`config.mk`:
```
export PLATFORM = sky130hd
export DESIGN_NAME = keypad_digit_display_flat
export DESIGN_NICKNAME = d
export VERILOG_FILES = /design/src/rtl/keypad_digit_display_if.sv /design/src/rtl/keypad_digit_display.sv /design/src/flat_wrapper.sv
export SDC_FILE = /design/constraint.sdc
export NUM_CORES = 1
export LEC_CHECK = 0
export CORE_MARGIN = 2
export CORE_UTILIZATION = 50
export CTS_CLUSTER_SIZE = 28
export DETAILED_ROUTE_END_ITERATION = 8
export PLACE_DENSITY = 0.71
export SLEW_MARGIN = 0
export SYNTH_ARGS = -nofsm -noshare
export SYNTH_HDL_FRONTEND = slang
export SYNTH_SLANG_ARGS = --single-unit
```
`constraint.sdc`:
```
create_clock -name clk -period 4.3 [get_ports clk]
set_input_delay 0.645 -clock clk [delete_from_list [all_inputs] [get_ports clk]]
set_output_delay 0.645 -clock clk [all_outputs]
set_load 0.05 [all_outputs]
```
`src/rtl/keypad_digit_display_if.sv`:
```
// Keypad-to-display bus: scanner strobe/row/column in, display drive out.
// Ports: new_key, row_pwr[3:0], cols_newkey[3:0] (scanner side drives);
//        seg[6:0], an[1:0], digit_new[3:0], digit_old[3:0], key_err (display side drives).
interface keypad_digit_display_if;
    logic       new_key;
    logic [3:0] row_pwr;
    logic [3:0] cols_newkey;
    logic [6:0] seg;
    logic [1:0] an;
    logic [3:0] digit_new;
    logic [3:0] digit_old;
    logic       key_err;

    modport master (
        output new_key, row_pwr, cols_newkey,
        input  seg, an, digit_new, digit_old, key_err
    );

    modport slave (
        input  new_key, row_pwr, cols_newkey,
        output seg, an, digit_new, digit_old, key_err
    );
endinterface

```
`src/rtl/keypad_digit_display.sv`:
```
// Decodes keypad strobes to hex digits, keeps the last two, and multiplexes
// them onto a dual common-anode 7-seg display with blanking between digits.
// Ports: clk, reset (sync, active-low), bus (slave modport of keypad_digit_display_if).
module keypad_digit_display #(
    parameter int MUX_DIV      = 48000,
    parameter int BLANK_CYCLES = 480,
    parameter int CNT_W        = 16
) (
    input  logic                  clk,
    input  logic                  reset,
    keypad_digit_display_if.slave bus
);

    typedef enum logic [1:0] {
        SHOW_R,
        BLANK_RL,
        SHOW_L,
        BLANK_LR
    } state_t;

    localparam logic [CNT_W-1:0] SHOW_LAST  = CNT_W'(MUX_DIV - 1);
    localparam logic [CNT_W-1:0] BLANK_LAST = CNT_W'(BLANK_CYCLES - 1);
    localparam logic [6:0]       SEG_OFF    = 7'h7F;

    state_t           state;
    state_t           state_nxt;
    logic [CNT_W-1:0] cnt;
    logic [CNT_W-1:0] cnt_nxt;
    logic [1:0]       an_q;
    logic [1:0]       an_nxt;
    logic [6:0]       seg_q;
    logic [6:0]       seg_nxt;
    logic [3:0]       d_new;
    logic [3:0]       d_old;
    logic [1:0]       valid;
    logic             nk_q;
    logic             err_q;
    logic             accept;
    logic             pair_ok;
    logic [3:0]       dec;

    function automatic logic [6:0] font(input logic [3:0] v);
        logic [6:0] s;
        case (v)
            4'h0: s = 7'h40;
            4'h1: s = 7'h79;
            4'h2: s = 7'h24;
            4'h3: s = 7'h30;
            4'h4: s = 7'h19;
            4'h5: s = 7'h12;
            4'h6: s = 7'h02;
            4'h7: s = 7'h78;
            4'h8: s = 7'h00;
            4'h9: s = 7'h10;
            4'hA: s = 7'h08;
            4'hB: s = 7'h03;
            4'hC: s = 7'h46;
            4'hD: s = 7'h21;
            4'hE: s = 7'h06;
            default: s = 7'h0E;
        endcase
        return s;
    endfunction

    // Only meaningful when both vectors are one-hot; other codes fall to 0.
    function automatic logic [3:0] decode(input logic [3:0] r, input logic [3:0] c);
        logic [3:0] v;
        case ({r, c})
            8'b0001_0001: v = 4'h1;
            8'b0001_0010: v = 4'h2;
            8'b0001_0100: v = 4'h3;
            8'b0001_1000: v = 4'hA;
            8'b0010_0001: v = 4'h4;
            8'b0010_0010: v = 4'h5;
            8'b0010_0100: v = 4'h6;
            8'b0010_1000: v = 4'hB;
            8'b0100_0001: v = 4'h7;
            8'b0100_0010: v = 4'h8;
            8'b0100_0100: v = 4'h9;
            8'b0100_1000: v = 4'hC;
            8'b1000_0001: v = 4'hE;
            8'b1000_0010: v = 4'h0;
            8'b1000_0100: v = 4'hF;
            8'b1000_1000: v = 4'hD;
            default:      v = 4'h0;
        endcase
        return v;
    endfunction

    assign accept  = bus.new_key && !nk_q;
    assign pair_ok = $onehot(bus.row_pwr) && $onehot(bus.cols_newkey);
    assign dec     = decode(bus.row_pwr, bus.cols_newkey);

    always_comb begin
        state_nxt = state;
        cnt_nxt   = cnt + 1'b1;
        an_nxt    = 2'b11;
        seg_nxt   = SEG_OFF;
        unique case (state)
            SHOW_R: begin
                an_nxt  = 2'b10;
                seg_nxt = valid[0] ? font(d_new) : SEG_OFF;
                if (cnt == SHOW_LAST) begin
                    state_nxt = BLANK_RL;
                    cnt_nxt   = '0;
                end
            end
            BLANK_RL: begin
                if (cnt == BLANK_LAST) begin
                    state_nxt = SHOW_L;
                    cnt_nxt   = '0;
                end
            end
            SHOW_L: begin
                an_nxt  = 2'b01;
                seg_nxt = valid[1] ? font(d_old) : SEG_OFF;
                if (cnt == SHOW_LAST) begin
                    state_nxt = BLANK_LR;
                    cnt_nxt   = '0;
                end
            end
            BLANK_LR: begin
                if (cnt == BLANK_LAST) begin
                    state_nxt = SHOW_R;
                    cnt_nxt   = '0;
                end
            end
        endcase
    end

    always_ff @(posedge clk) begin
        if (!reset) begin
            state <= SHOW_R;
            cnt   <= '0;
            an_q  <= 2'b11;
            seg_q <= SEG_OFF;
            d_new <= 4'h0;
            d_old <= 4'h0;
            valid <= 2'b00;
            nk_q  <= 1'b0;
            err_q <= 1'b0;
        end else begin
            state <= state_nxt;
            cnt   <= cnt_nxt;
            an_q  <= an_nxt;
            seg_q <= seg_nxt;
            nk_q  <= bus.new_key;
            err_q <= accept && !pair_ok;
            if (accept && pair_ok) begin
                d_old <= d_new;
                d_new <= dec;
                valid <= {valid[0], 1'b1};
            end
        end
    end

    assign bus.seg       = seg_q;
    assign bus.an        = an_q;
    assign bus.digit_new = d_new;
    assign bus.digit_old = d_old;
    assign bus.key_err   = err_q;

endmodule

```
`src/flat_wrapper.sv`:
```
// flat-port wrapper written by rule: the top's interface ports become plain ports
module keypad_digit_display_flat 
#(
    parameter int MUX_DIV      = 48000,
    parameter int BLANK_CYCLES = 480,
    parameter int CNT_W        = 16
)
  (clk, reset, bus_new_key, bus_row_pwr, bus_cols_newkey, bus_seg, bus_an, bus_digit_new, bus_digit_old, bus_key_err);
  keypad_digit_display_if bus_i ();
  input  logic clk;
  input  logic reset;
  input wire logic [$bits(bus_i.new_key)-1:0] bus_new_key;
  input wire logic [$bits(bus_i.row_pwr)-1:0] bus_row_pwr;
  input wire logic [$bits(bus_i.cols_newkey)-1:0] bus_cols_newkey;
  output wire logic [$bits(bus_i.seg)-1:0] bus_seg;
  output wire logic [$bits(bus_i.an)-1:0] bus_an;
  output wire logic [$bits(bus_i.digit_new)-1:0] bus_digit_new;
  output wire logic [$bits(bus_i.digit_old)-1:0] bus_digit_old;
  output wire logic [$bits(bus_i.key_err)-1:0] bus_key_err;
  assign bus_i.new_key = bus_new_key;
  assign bus_i.row_pwr = bus_row_pwr;
  assign bus_i.cols_newkey = bus_cols_newkey;
  assign bus_seg = bus_i.seg;
  assign bus_an = bus_i.an;
  assign bus_digit_new = bus_i.digit_new;
  assign bus_digit_old = bus_i.digit_old;
  assign bus_key_err = bus_i.key_err;
  keypad_digit_display #(.MUX_DIV(MUX_DIV), .BLANK_CYCLES(BLANK_CYCLES), .CNT_W(CNT_W)) u_core (.clk(clk), .reset(reset), .bus(bus_i));
endmodule
```
# Yosys cells after proc, flatten, opt, wreduce, memory -nomap -nowiden
# Memories as Yosys holds them, arrays and structs flattened. A register that Yosys moved wholly into a read port is not among the register bits.
# Cells that the tools add are included.
# W data, S select, Z words.
# classes
addsub	7
n_eq_ne	26
mux	17
n_reduce_logical	10
# ops
op	count
$pmux W4 S15	1
$eq A8 B5 Y1 const B	4
$eq A8 B6 Y1 const B	4
$eq A8 B7 Y1 const B	4
$mux W16	2
$pmux W16 S2	1
$eq A8 B8 Y1 const B	3
$add A16 B1 Y16 const B	1
$eq A16 B16 Y1 const B	1
$eq A16 B9 Y1 const B	1
$mux W4	4
$mux W7	2
$pmux W7 S2	1
$add A1 B1 Y2	4
$mux W2	4
$ne A2 B1 Y1 const B	4
$pmux W2 S4	1
$add A3 B3 Y3	2
$eq A3 B1 Y1 const B	2
$eq A2 B2 Y1 const B	2
$logic_and A1 B1 Y1	4
$pmux W2 S2	1
$reduce_and A4 Y1	1
$reduce_or A2 Y1	2
other kinds (3)	4
# totals
reg_bits	39
romBits	224
input_bits	11
out_inout_bits	18
n_memories	2
# mem_list
memory	words	width	read_ports	rd_clocked_by_memory_dff	wr	line	rtl
(name not given)	16	7	1	1	0	keypad_digit_display.sv:44	case (v)
(name not given)	16	7	1	1	0	keypad_digit_display.sv:44	

# Depth between registers and ports, before layout
# logic_depth
depth_word	7
ltp_mapped	14

# Least setup slack after synthesis
# Ideal clock, no wire load.
# synth_path
kind	in2reg
from	input port bus_cols_newkey[0]
to	register with a tool-made name
arrival_ns	3.614
required_time_ns	4.166
slack_ns	0.552
cell_stages	12
path_cell_list	inv_1 -> ha_1 -> ha_1 -> fa_1 -> nor4b_4 -> and2_2 -> buf_4 -> nand2_1 -> a21oi_1 -> inv_1 -> ha_1 -> mux4_2
# synth_rtl
item	line	rtl
start, declared	flat_wrapper.sv:14	input wire logic [$bits(bus_i.cols_newkey)-1:0] bus_cols_newkey;

==> results.md <==
* Outcome: complete, no violations
* Post-synth ARST share at 0
* CTS tree: built
* Max Root-Sink Buffers at 2
* Largest net degree at the start of global routing at 18
* Most Frequent Cell on Critical Path: ha_1
* Worst-path fanout max at 5
* Nature of the critical path startpoint: input port
* FF-to-FF Start: u_core.nk_q
* Gr usage total at 0.193
* Syn Inst Count at 320
* DRT antenna net count at 0
* Worst-Margin Slew at 501 ps
* Layout cells sized above 1 at 0.0868
* Final TNS setup at 0 ps
* DR vias at 2382
* Synth Flop Type: dfxtp_1
* Top Metal Used: met4
* Leak pwr at 1.35 nW
* Critical Path AT at 4160 ps
* Hold-critical path depth at 1
* Initial DRC count at 113
* VDD IR max at 0.134 mV
* Routed len/inst at 13.3 um
* Number of flops mapped to enable cells by yosys at 0
* Fin. max-slew vios at 0
* Initial antenna violation count at 0
* Clock tree root driver cell: clkbuf_8
* Starting density of the core at 0.525
* Clk slew on worst S/H paths at 90 ps
* Finished Core Util at 0.610
* Via density at 5.55
* Drt first pass iters at 4
* Crit. End Element: register
* Routed met2 length at 2820 um
* Minimum clock period at 3970 ps
* Htree depth at 2
* Num ports at 29
* RSZ-0062 raised after global routing: no
* Die ar. at 6510 sq um
* Number of buffers created by CTS at 5
* Met1 WL at 2520 um
* Worst setup path category: input port to register
* Core box area at 5610 sq um
* HP Class: register to register
* DRC viols at 0
* Max Cap Viol at 0
* Setup violations, final at 0
* Postcts setup bufs at 0
* Routability cong. at 0.937
* Final #Nets at 406
* Number of global-route vias before repair at 2244
* ANT cells at 0
* Sequential area share after synthesis at 0.361
* Required time of the critical path at 4490 ps
* Netlist cell types at 58
* # hold bufs at CTS at 0
* CTS Sinks at 53
* Flip-flop and latch count after synthesis at 53
* Worst Reg2Reg Path Length in Cells at 7
* Syn Nets at 370
* Final HPWL DP at 4390 um
* Post-cts sizing count at 0
* Worst slew margin at 0.665
* Die extent in y at 80.7 um
* Slowest stage delay, CP at 530 ps
* Avg Inst Size Synth at 9.19 sq um
* Synth Cell Area at 2940 sq um
* Max Fclk at 252 MHz
* Crit share post-route at 0.924
* Slowest CP cell: clkdlybuf4s50_1
* Hold wc startpoint: u_core.cnt[0]
* Port bufs at 28
* Horiz. Die Dim at 80.7 um
* Routed wl met3 at 213 um
* Area growth syn-to-layout at 16.2%
* Hold path endpoint: u_core.cnt[0]
* Cell Rows at 27
* Pwr/cell area at 268 nW/um^2
* Total Routed Length at 5690 um
* Worst-path cell chain: clkdlybuf4s50_1 > inv_1 > ha_1 > ha_1 > fa_1 > nor4b_4 > and2_2 > nand2_1 > a21oi_1 > inv_1 > ha_1 > mux4_2
* Fin. Hold Viols at 0
* Clk_skew at 9.35 ps
* Synth warn at 0
* R2R setup slack at 1960 ps
* Worst-Skew Late Latency at 310 ps
* Gr ovfl total at 0
* First-pass GRT wire length at 9880 um
==> critical path, delay by kind of cell <==
kind | cells | cell delay [ps]
AOI/OAI and AO/OA | 1 | 310
and+or+nand+nor | 3 | 700
muxes | 1 | 450
buffers and inverters | 3 | 760
adders and majority gates | 4 | 1290
==> report_power, final <==
part / leakage, nW / switching, mW / internal (mW)
logic: 0.880 / 0.0744 / 0.0511
clock network: 0.0445 / 0.165 / 0.116
registers: 0.429 / 0.00795 / 0.504
==> final cells by class <==
class	instances	area [sq um]
sequential	53	1060
multi-input combinational	237	1750
inverter	23	88.8
tap	72	90.1
fill	521	2190
clock inverter	3	21.3
clock buffer	5	68.8
timing repair buffer	36	340
==> routing by layer <==
metal  track usage  vias to the layer above
li1              -                     1195
met1         0.234                     1114
met2         0.332                       59
met3        0.0326                       14
met4        0.0932                        0
met5             0                        -
==> worst max-delay path by stage <==
stage / start / end / slack (ps) / cells after the start
after floorplan: bus_cols_newkey[0] / register / 550 / 12
after global placement: bus_cols_newkey[0] / register / 160 / 12
after detailed placement: bus_cols_newkey[0] / register / 10 / 12
after CTS: bus_cols_newkey[0] / register / 330 / 12
after global routing: bus_cols_newkey[0] / register / 110 / 12
final: bus_cols_newkey[0] / register / 330 / 12
==> cells in the final DEF, fill, tap and decap left out, types with 2 or more instances in the layout <==
master,count
o2111ai_1,2
inv_1,21
nor3_1,5
nand4_1,3
dfxtp_1,53
o22ai_1,4
o21ai_0,18
o21ai_1,4
clkbuf_8,5
nand3_1,14
a21oi_2,2
xnor2_1,6
o21bai_1,2
xor2_1,9
fa_1,2
a211oi_1,7
nor4_1,2
mux2i_1,8
nand3b_1,2
clkdlybuf4s50_1,28
nand2_1,28
a21oi_1,13
buf_4,8
and3_1,3
or2_1,2
nor2_1,31
a22oi_1,4
o32ai_1,2
ha_1,37
a31oi_1,2
==> kinds of logic after synthesis <==
logic type                 after synthesis  share of synthesized area
muxes                                   11                     0.0438
adders and majority gates               39                      0.171
AOI/OAI and AO/OA                       68                      0.157
xor gates and xnor gates                15                     0.0447
buffers and inverters                   30                     0.0447
and+or+nand+nor                        104                      0.179
DFF                                     53                      0.361
==> cells in the mapped netlist, types with 2 or more instances <==
library cell / instances / area share
o21ai_0: 18 / 0.031
nand3b_1: 2 / 0.0051
nor2_1: 31 / 0.040
a21oi_1: 13 / 0.022
a31oi_1: 2 / 0.0043
o22ai_1: 4 / 0.0085
ha_1: 37 / 0.16
fa_1: 2 / 0.014
clkbuf_1: 3 / 0.0038
nand2_1: 28 / 0.036
o2111ai_1: 2 / 0.0060
o21bai_1: 2 / 0.0051
nand4_1: 3 / 0.0064
nor4_1: 2 / 0.0043
a22oi_1: 4 / 0.010
a211oi_1: 7 / 0.018
dfxtp_1: 53 / 0.36
a21oi_2: 2 / 0.0060
nor3_1: 5 / 0.0085
and3_1: 3 / 0.0064
o32ai_1: 2 / 0.0060
xnor2_1: 6 / 0.018
nand3_1: 14 / 0.024
inv_1: 21 / 0.027
o21ai_1: 4 / 0.0068
buf_4: 2 / 0.0051
xor2_1: 9 / 0.027
or2_1: 2 / 0.0043
mux2i_1: 8 / 0.027
==> metrics by stage <==
stage          hold slack (ps)  instances  area, sq um  power (mW)  setup slack (ps)
2_1_floorplan              413        320         2940       0.607               552
3_3_place_gp               426        421         3330       0.645               165
3_5_place_dp               434        421         3330       0.649              13.4
4_1_cts                    453        429         3420       0.925               332
5_1_grt                    485        429         3420       0.960               113
6_report                   447        429         3420       0.917               329
(Power assumes the default switching activity.)
